**src/rtl/rc4_prga_engine.sv**
```systemverilog
// RC4 keystream generator / decryptor (PRGA phase) with its own sequencer.
// Walks 9 cycles per byte over single-port, 1-cycle-latency S/enc/dec memories.
module rc4_prga_engine #(
  parameter int          ADDR_W   = 5,
  parameter bit          CHECK_EN = 1'b1,
  parameter logic [7:0]  LO_CHAR  = 8'h61,
  parameter logic [7:0]  HI_CHAR  = 8'h7A
) (
  input  logic              clk,
  input  logic              rst,
  input  logic              start,
  input  logic [ADDR_W:0]   msg_len,
  output logic [7:0]        s_addr,
  output logic [7:0]        s_wrdata,
  output logic              s_wren,
  input  logic [7:0]        s_rddata,
  output logic [ADDR_W-1:0] enc_addr,
  input  logic [7:0]        enc_rddata,
  output logic [ADDR_W-1:0] dec_addr,
  output logic [7:0]        dec_wrdata,
  output logic              dec_wren,
  output logic              busy,
  output logic              done,
  output logic              fail,
  output logic [ADDR_W:0]   count
);

  typedef enum logic [3:0] {
    IDLE, RD_I, WT_I, RD_J, WT_J, WR_I, WR_J, RD_F, WT_F, WR_D, DONE
  } state_t;

  localparam logic [ADDR_W:0] MAX_LEN = {1'b1, {ADDR_W{1'b0}}};
  localparam logic [ADDR_W:0] ONE     = {{ADDR_W{1'b0}}, 1'b1};

  state_t            state, state_nx;
  logic [7:0]        i, j, si, sj, f, e;
  logic [ADDR_W:0]   k, len, count_r, len_sat, k_inc;
  logic              fail_r;
  logic [7:0]        dec_byte;
  logic              bad_byte;

  assign len_sat  = (msg_len > MAX_LEN) ? MAX_LEN : msg_len;
  assign k_inc    = k + ONE;
  assign dec_byte = f ^ e;
  // Space is always accepted as plaintext, everything else must be in range.
  assign bad_byte = CHECK_EN && (dec_byte != 8'h20) &&
                    ((dec_byte < LO_CHAR) || (dec_byte > HI_CHAR));

  always_ff @(posedge clk) begin
    if (rst) begin
      state   <= IDLE;
      i       <= '0;
      j       <= '0;
      si      <= '0;
      sj      <= '0;
      f       <= '0;
      e       <= '0;
      k       <= '0;
      len     <= '0;
      count_r <= '0;
      fail_r  <= 1'b0;
    end else begin
      state <= state_nx;
      case (state)
        IDLE: begin
          if (start) begin
            i       <= '0;
            j       <= '0;
            k       <= '0;
            count_r <= '0;
            fail_r  <= 1'b0;
            len     <= len_sat;
          end
        end
        RD_I: i <= i + 8'd1;
        WT_I: begin
          si <= s_rddata;
          j  <= j + s_rddata;
        end
        WT_J: sj <= s_rddata;
        WT_F: begin
          f <= s_rddata;
          e <= enc_rddata;
        end
        WR_D: begin
          k       <= k_inc;
          count_r <= k_inc;
          if (bad_byte) fail_r <= 1'b1;
        end
        default: ;
      endcase
    end
  end

  // si and sj are both captured before either write, so i==j leaves S intact.
  always_comb begin
    state_nx   = state;
    s_addr     = '0;
    s_wrdata   = '0;
    s_wren     = 1'b0;
    enc_addr   = '0;
    dec_addr   = '0;
    dec_wrdata = '0;
    dec_wren   = 1'b0;
    case (state)
      IDLE: begin
        if (start) state_nx = (len_sat == '0) ? DONE : RD_I;
      end
      RD_I: begin
        s_addr   = i + 8'd1;
        state_nx = WT_I;
      end
      WT_I: state_nx = RD_J;
      RD_J: begin
        s_addr   = j;
        state_nx = WT_J;
      end
      WT_J: state_nx = WR_I;
      WR_I: begin
        s_addr   = i;
        s_wrdata = sj;
        s_wren   = 1'b1;
        state_nx = WR_J;
      end
      WR_J: begin
        s_addr   = j;
        s_wrdata = si;
        s_wren   = 1'b1;
        state_nx = RD_F;
      end
      RD_F: begin
        s_addr   = si + sj;
        enc_addr = k[ADDR_W-1:0];
        state_nx = WT_F;
      end
      WT_F: state_nx = WR_D;
      WR_D: begin
        dec_addr   = k[ADDR_W-1:0];
        dec_wrdata = dec_byte;
        dec_wren   = 1'b1;
        if (bad_byte)         state_nx = DONE;
        else if (k_inc == len) state_nx = DONE;
        else                  state_nx = RD_I;
      end
      DONE: state_nx = IDLE;
      default: state_nx = IDLE;
    endcase
  end

  assign busy  = (state != IDLE);
  assign done  = (state == DONE);
  assign fail  = fail_r;
  assign count = count_r;

endmodule
```
**config.mk**
```make
export PLATFORM = sky130hd
export DESIGN_NAME = rc4_prga_engine
export DESIGN_NICKNAME = d
export VERILOG_FILES = /design/src/rtl/rc4_prga_engine.sv
export SDC_FILE = /design/constraint.sdc
export NUM_CORES = 1
export LEC_CHECK = 0
export BUFFER_PORTS_ARGS = -buffer_cell sky130_fd_sc_hd__buf_2
export CORE_MARGIN = 5
export CORE_UTILIZATION = 38
export DETAILED_ROUTE_END_ITERATION = 12
export PLACE_DENSITY = 0.69
export SLEW_MARGIN = 15
export SYNTH_ARGS = -nofsm -noshare
export SYNTH_HDL_FRONTEND = slang
export SYNTH_SLANG_ARGS = --single-unit
```
**constraint.sdc**
```tcl
create_clock -name clk -period 2.7 [get_ports clk]
set_clock_uncertainty 0.05 [all_clocks]
set_input_delay 0.54 -clock clk [delete_from_list [all_inputs] [get_ports clk]]
set_output_delay 0.54 -clock clk [all_outputs]
set_load 0.03 [all_outputs]
```
# --- After elaboration in Yosys (flattened, before gate mapping) ---
# Cells that the tools add are included.
classes:
  mul: 0
  eq_ne: 14
  muxes: 21
  n_lt_le_gt_ge: 3
  addsub: 4
  shift: 0
  div: 0
  n_reduce_logical: 15
  bitwise_logic: 1
op_table:
  columns: ["op", "count"]
  rows:
  - ["one-hot mux 8 bit (2 select lines)", 3]
  - ["one-hot mux 4 bit (10 select lines)", 1]
  - ["one-hot mux 8 bit (4 select lines)", 1]
  - ["adder 8 bit", 2]
  - ["equality test 4 x 3 -> 1 bit (second input constant)", 4]
  - ["2-to-1 mux 4 bit", 4]
  - ["2-to-1 mux 8 bit", 2]
  - ["equality test 4 bit (second input constant)", 3]
  - ["2-to-1 mux 6 bit", 2]
  - ["one-hot mux 6 bit (2 select lines)", 1]
  - ["2-to-1 mux 5 bit", 2]
  - ["adder 8 x 1 -> 8 bit (second input constant)", 1]
  - ["equality test 4 x 2 -> 1 bit (second input constant)", 2]
  - ["> comparator 8 x 7 -> 1 bit (second input constant)", 1]
  - ["less-than comparator 8 x 7 -> 1 bit (second input constant)", 1]
  - ["inequality test 8 x 6 -> 1 bit (second input constant)", 1]
  - ["AND reduction 2 bit", 4]
  - ["XOR 8 bit", 1]
  - ["adder 6 x 1 -> 6 bit (second input constant)", 1]
  - ["equality test 6 bit", 1]
  - ["> comparator 6 bit (second input constant)", 1]
  - ["zero test 6 bit", 1]
  - ["nonzero test 2 bit", 3]
  - ["equality test 4 x 1 -> 1 bit (second input constant)", 1]
  - ["other kinds (9)", 14]
totals:
  memories: 0
  latchBits: 0
  input_bits: 25
  output_inout_bits: 45
  mem_bits_rw: 0
  wordCells: 68
  reg_bits: 65
  mem_bits_ro: 0

# --- Logic depth before layout (Yosys ltp) ---
logic_depth:
  depth_word: 6
  depth_mapped: 9
  mapped_depth_nobuf: 9

# --- Least setup slack after synthesis ---
# No wires, ideal clock.
synth_path:
  path_type: "register to output"
  from: "register si[0]"
  to: "output port s_addr[6]"
  setup_slack_ns: -0.135
  t_arrival_ns: 2.245
  n_path_buf: 0
  required_time_ns: 2.110
  stages_incl_launch_ff: 10
  cell_sequence: "dfxtp_1 -> ha_1 -> inv_1 -> fa_1 -> nor2b_1 -> o21ai_0 -> a21boi_0 -> o21a_1 -> nor3_1 -> o31ai_1"
synth_between:
  elab_chain_len: 2
synth_rtl:
  columns: ["item", "line", "source"]
  rows:
  - ["from (decl)", "36", "logic [7:0] i, j, si, sj, f, e;"]
  - ["from (signal assigned)", "77", "si <= s_rddata;"]
  - ["adder 8 bit", "132", "s_addr = si + sj;"]
  - ["one-hot mux 8 bit (4 select lines)", "105", "case (state)"]
  - ["to (decl)", "13", "output logic [7:0] s_addr,"]
# No other way between the ends.

# --- Worst setup path after layout ---
layout_path:
  from: "register sj[0]"
  to: "output port s_addr[6]"
layout_between:
  elab_chain_len: 2
layout_rtl:
  columns: ["item", "line", "source"]
  rows:
  - ["from (decl)", "36", null]
  - ["from (signal assigned)", "80", "WT_J: sj <= s_rddata;"]
  - ["adder 8 bit", "132", null]
  - ["one-hot mux 8 bit (4 select lines)", "105", null]
# No other way between the ends.

==> results.json <==
{
  "cts_tree": "done",
  "cts.sinks": 65,
  "io_pins": 70,
  "slew_viol_final": 0,
  "grtUsageMet2": 0.3176,
  "fp.dieArea_sq_um": 12160,
  "grt_pass1_vias": 3656,
  "grt_pass1_wl_mm": 17.34,
  "setup_tns_ps": -58.18,
  "grt_util_met1": 0.2088,
  "num_antenna_cells": 0,
  "die_h_um": 110.3,
  "finalHoldViolations": 0,
  "ant_nets": 0,
  "period_needed_ps": 2758,
  "utilization": 0.4803,
  "regToRegSetupSlack_ps": 540,
  "final_area_sq_um": 4695,
  "hold_path_end": "e[3]",
  "syn_to_final_growth_pct": 22.90,
  "drtPass1Iterations": 5,
  "track_usage": 0.1810,
  "drc": 0,
  "syn-cell-area_sq_um": 3820,
  "worstMarginPinSlew_ps": 972.7,
  "regToRegEndpoint": "j[7]",
  "synth-main-ff-cell": "dfxtp_1",
  "rr_startpoint": "j[1]",
  "synth_cells": 502,
  "maxCapViolCount": 0,
  "port_buffers": 69,
  "worstHoldStart": "enc_rddata[3]",
  "finalSetupViolations": 1,
  "crit_type": "reg2out",
  "ys_ff_latch": 65,
  "core_area_sq_um": 9774,
  "htreeDepth": 3,
  "root_buffer": "clkbuf_8",
  "worst-r2r-cell-count": 7,
  "whs_ps": 377.6,
  "worstHoldPathCells": 3,
  "insertion_delay_ps": 350,
  "grt_use_met3": 0.04776,
  "status": "complete, but fails checks",
  "p_leak_nw": 1.925,
  "gp_congestion": 0.8660,
  "ctsLongestPathBuffers": 2,
  "hpwl_mm": 7.714,
  "final_cell_mix": "nand2_1, buf_2, a21oi_1",
  "place_area_sq_um": 4323,
  "max-slew-margin-rel": 0.3480,
  "start_util": 0.3908,
  "grt_max_degree": 36,
  "synth_edf_count": 0,
  "rsz0062_at_grt": "true",
  "final_layout_size_suffix_gt1_frac": 0.2453,
  "viasPerCell": 5.324,
  "hold_class": "in2reg",
  "cts_buffers": 9,
  "synth_fp_nets": 545,
  "final_common_cell": "nand2_1",
  "async_flop_share": 0,
  "yosysSeqAreaShare": 0.3406,
  "num_vias": 3812,
  "timing.final.crit_share": 1.022,
  "die_x_um": 110.3,
  "worstSetupStartpointType": "flip-flop",
  "fin_nets": 621,
  "yosysWarnings": 0,
  "wl_mm": 10.54,
  "vdd_drop_max_mv": 0.2197,
  "postCtsHoldBufs": 0,
  "clk_pin_slew_ps": 70,
  "powerDensity_nw_per_um2": 504.6,
  "required_ps": 2110,
  "yosys.cell_types.count": 51,
  "arrival_ps": 2170,
  "grt-ovfl-total": 0,
  "syn_avg_cell_area_sq_um": 7.609,
  "antenna_found_initial": 1,
  "p_total_mw": 2.369,
  "crit_path_max_fanout": 2,
  "violations": "negative setup slack",
  "wire_per_inst_um": 14.72,
  "top_usage_layer": "met2",
  "cp-end-kind": "primary output",
  "drt_iter0_drc": 201,
  "floorplan.rows": 36,
  "max_freq_mhz": 362.6,
  "timing.final.ws_setup_ps": -58.18
}
-- area by class of cell --
| type | instances | area, sq um |
|---|---|---|
| fillers | 980 | 5080 |
| multi-input cells | 402 | 2459 |
| flip-flops and latches | 65 | 1314 |
| repair buffers | 89 | 518.0 |
| well taps | 133 | 166.4 |
| clock buffers | 11 | 141.4 |
| clock inverters | 5 | 55.05 |
| inverters | 11 | 41.29 |
-- where the power goes --
| part | switching (mW) | total (mW) | internal (mW) | leakage (nW) |
|---|---|---|---|---|
| clock | 0.380 | 0.829 | 0.449 | 0.0953 |
| sequential | 0.0585 | 1.06 | 1.00 | 0.530 |
| combinational | 0.294 | 0.479 | 0.185 | 1.30 |
-- state kept, by name (all words and copies together), names as in the netlist --
register and count:
count 6, e 8, f 8, fail 1, i 8, j 8, len 6, si 8
sj 8, state 4
-- critical path, stage by stage (launching register included) --
cell and delay [ps]:
dfxtp_2 360, ha_4 150, inv_2 40, fa_2 340, nor2b_1 130, o21ai_1 80, a21boi_1 150, o21a_1 140
nor3_1 60, o31ai_2 180, buf_4 200
-- worst max-delay path by stage --
stage,start,endpoint,slack [ps],cells after the start
detailed placement,sj[0],s_addr[6],70,10
global placement,si[0],s_addr[6],130,10
CTS,si[0],s_addr[6],-70,10
finish,sj[0],s_addr[6],-60,10
global route,sj[0],s_addr[6],-150,10
floorplan,si[0],s_addr[6],110,9
-- timing repair --
| item | in CTS | in global routing |
|---|---|---|
| buffers inserted | 4 | 5 |
| gates resized for setup | 18 | 19 |
| pin swaps | 9 | 12 |
| endpoints found under the setup margin | 7 | 15 |
-- cells in the mapped netlist, types with 2 or more instances --
cell | count | share of area
clkbuf_1 | 13 | 0.013
and3_1 | 5 | 0.0082
o21a_1 | 2 | 0.0039
nor2_1 | 47 | 0.046
nor3b_1 | 6 | 0.012
o2111ai_1 | 3 | 0.0069
nand3b_1 | 3 | 0.0059
nor3_2 | 4 | 0.010
xnor2_1 | 22 | 0.050
buf_4 | 2 | 0.0039
a31oi_1 | 2 | 0.0033
a21oi_1 | 65 | 0.085
a221o_1 | 2 | 0.0052
nand2_1 | 103 | 0.10
nand2b_1 | 5 | 0.0082
or3_1 | 4 | 0.0065
o21ai_0 | 18 | 0.024
a221oi_1 | 2 | 0.0046
xor2_1 | 8 | 0.018
nand4b_1 | 2 | 0.0046
a21o_1 | 4 | 0.0079
nor3_1 | 10 | 0.013
o22ai_1 | 2 | 0.0033
a22o_1 | 8 | 0.018
nand3_1 | 25 | 0.033
ha_1 | 16 | 0.052
fa_1 | 2 | 0.010
o211ai_1 | 2 | 0.0039
nor2b_1 | 2 | 0.0033
dfxtp_1 | 65 | 0.34
buf_2 | 9 | 0.012
and2_1 | 10 | 0.016
inv_1 | 11 | 0.011
-- layer usage --
| layer | share of wire | routed length [um] |
|---|---|---|
| met3 | 0.054 | 569 |
| met1 | 0.42 | 4385 |
| met4 | 0.019 | 199 |
| met2 | 0.51 | 5368 |
| met5 | 0.0012 | 13 |
-- logic make-up after synthesis --
kind of cell	share of synthesized area
AO/OA/AOI/OAI	0.1975
buffers and inverters	0.03930
adder cells (fa/ha/maj)	0.06289
flip-flops	0.3406
XOR/XNOR	0.07468
AND/OR/NAND/NOR	0.2820
multiplexers	0.002948
-- per-stage QoR --
step	std cells	worst slack [ps]
after floorplan	502	112.8
after CTS	711	-74.20
after global placement	691	126.8
after detailed placement	691	70.92
after global routing	716	-148.7
final	716	-58.18
Power figures use the tool's default switching activity.
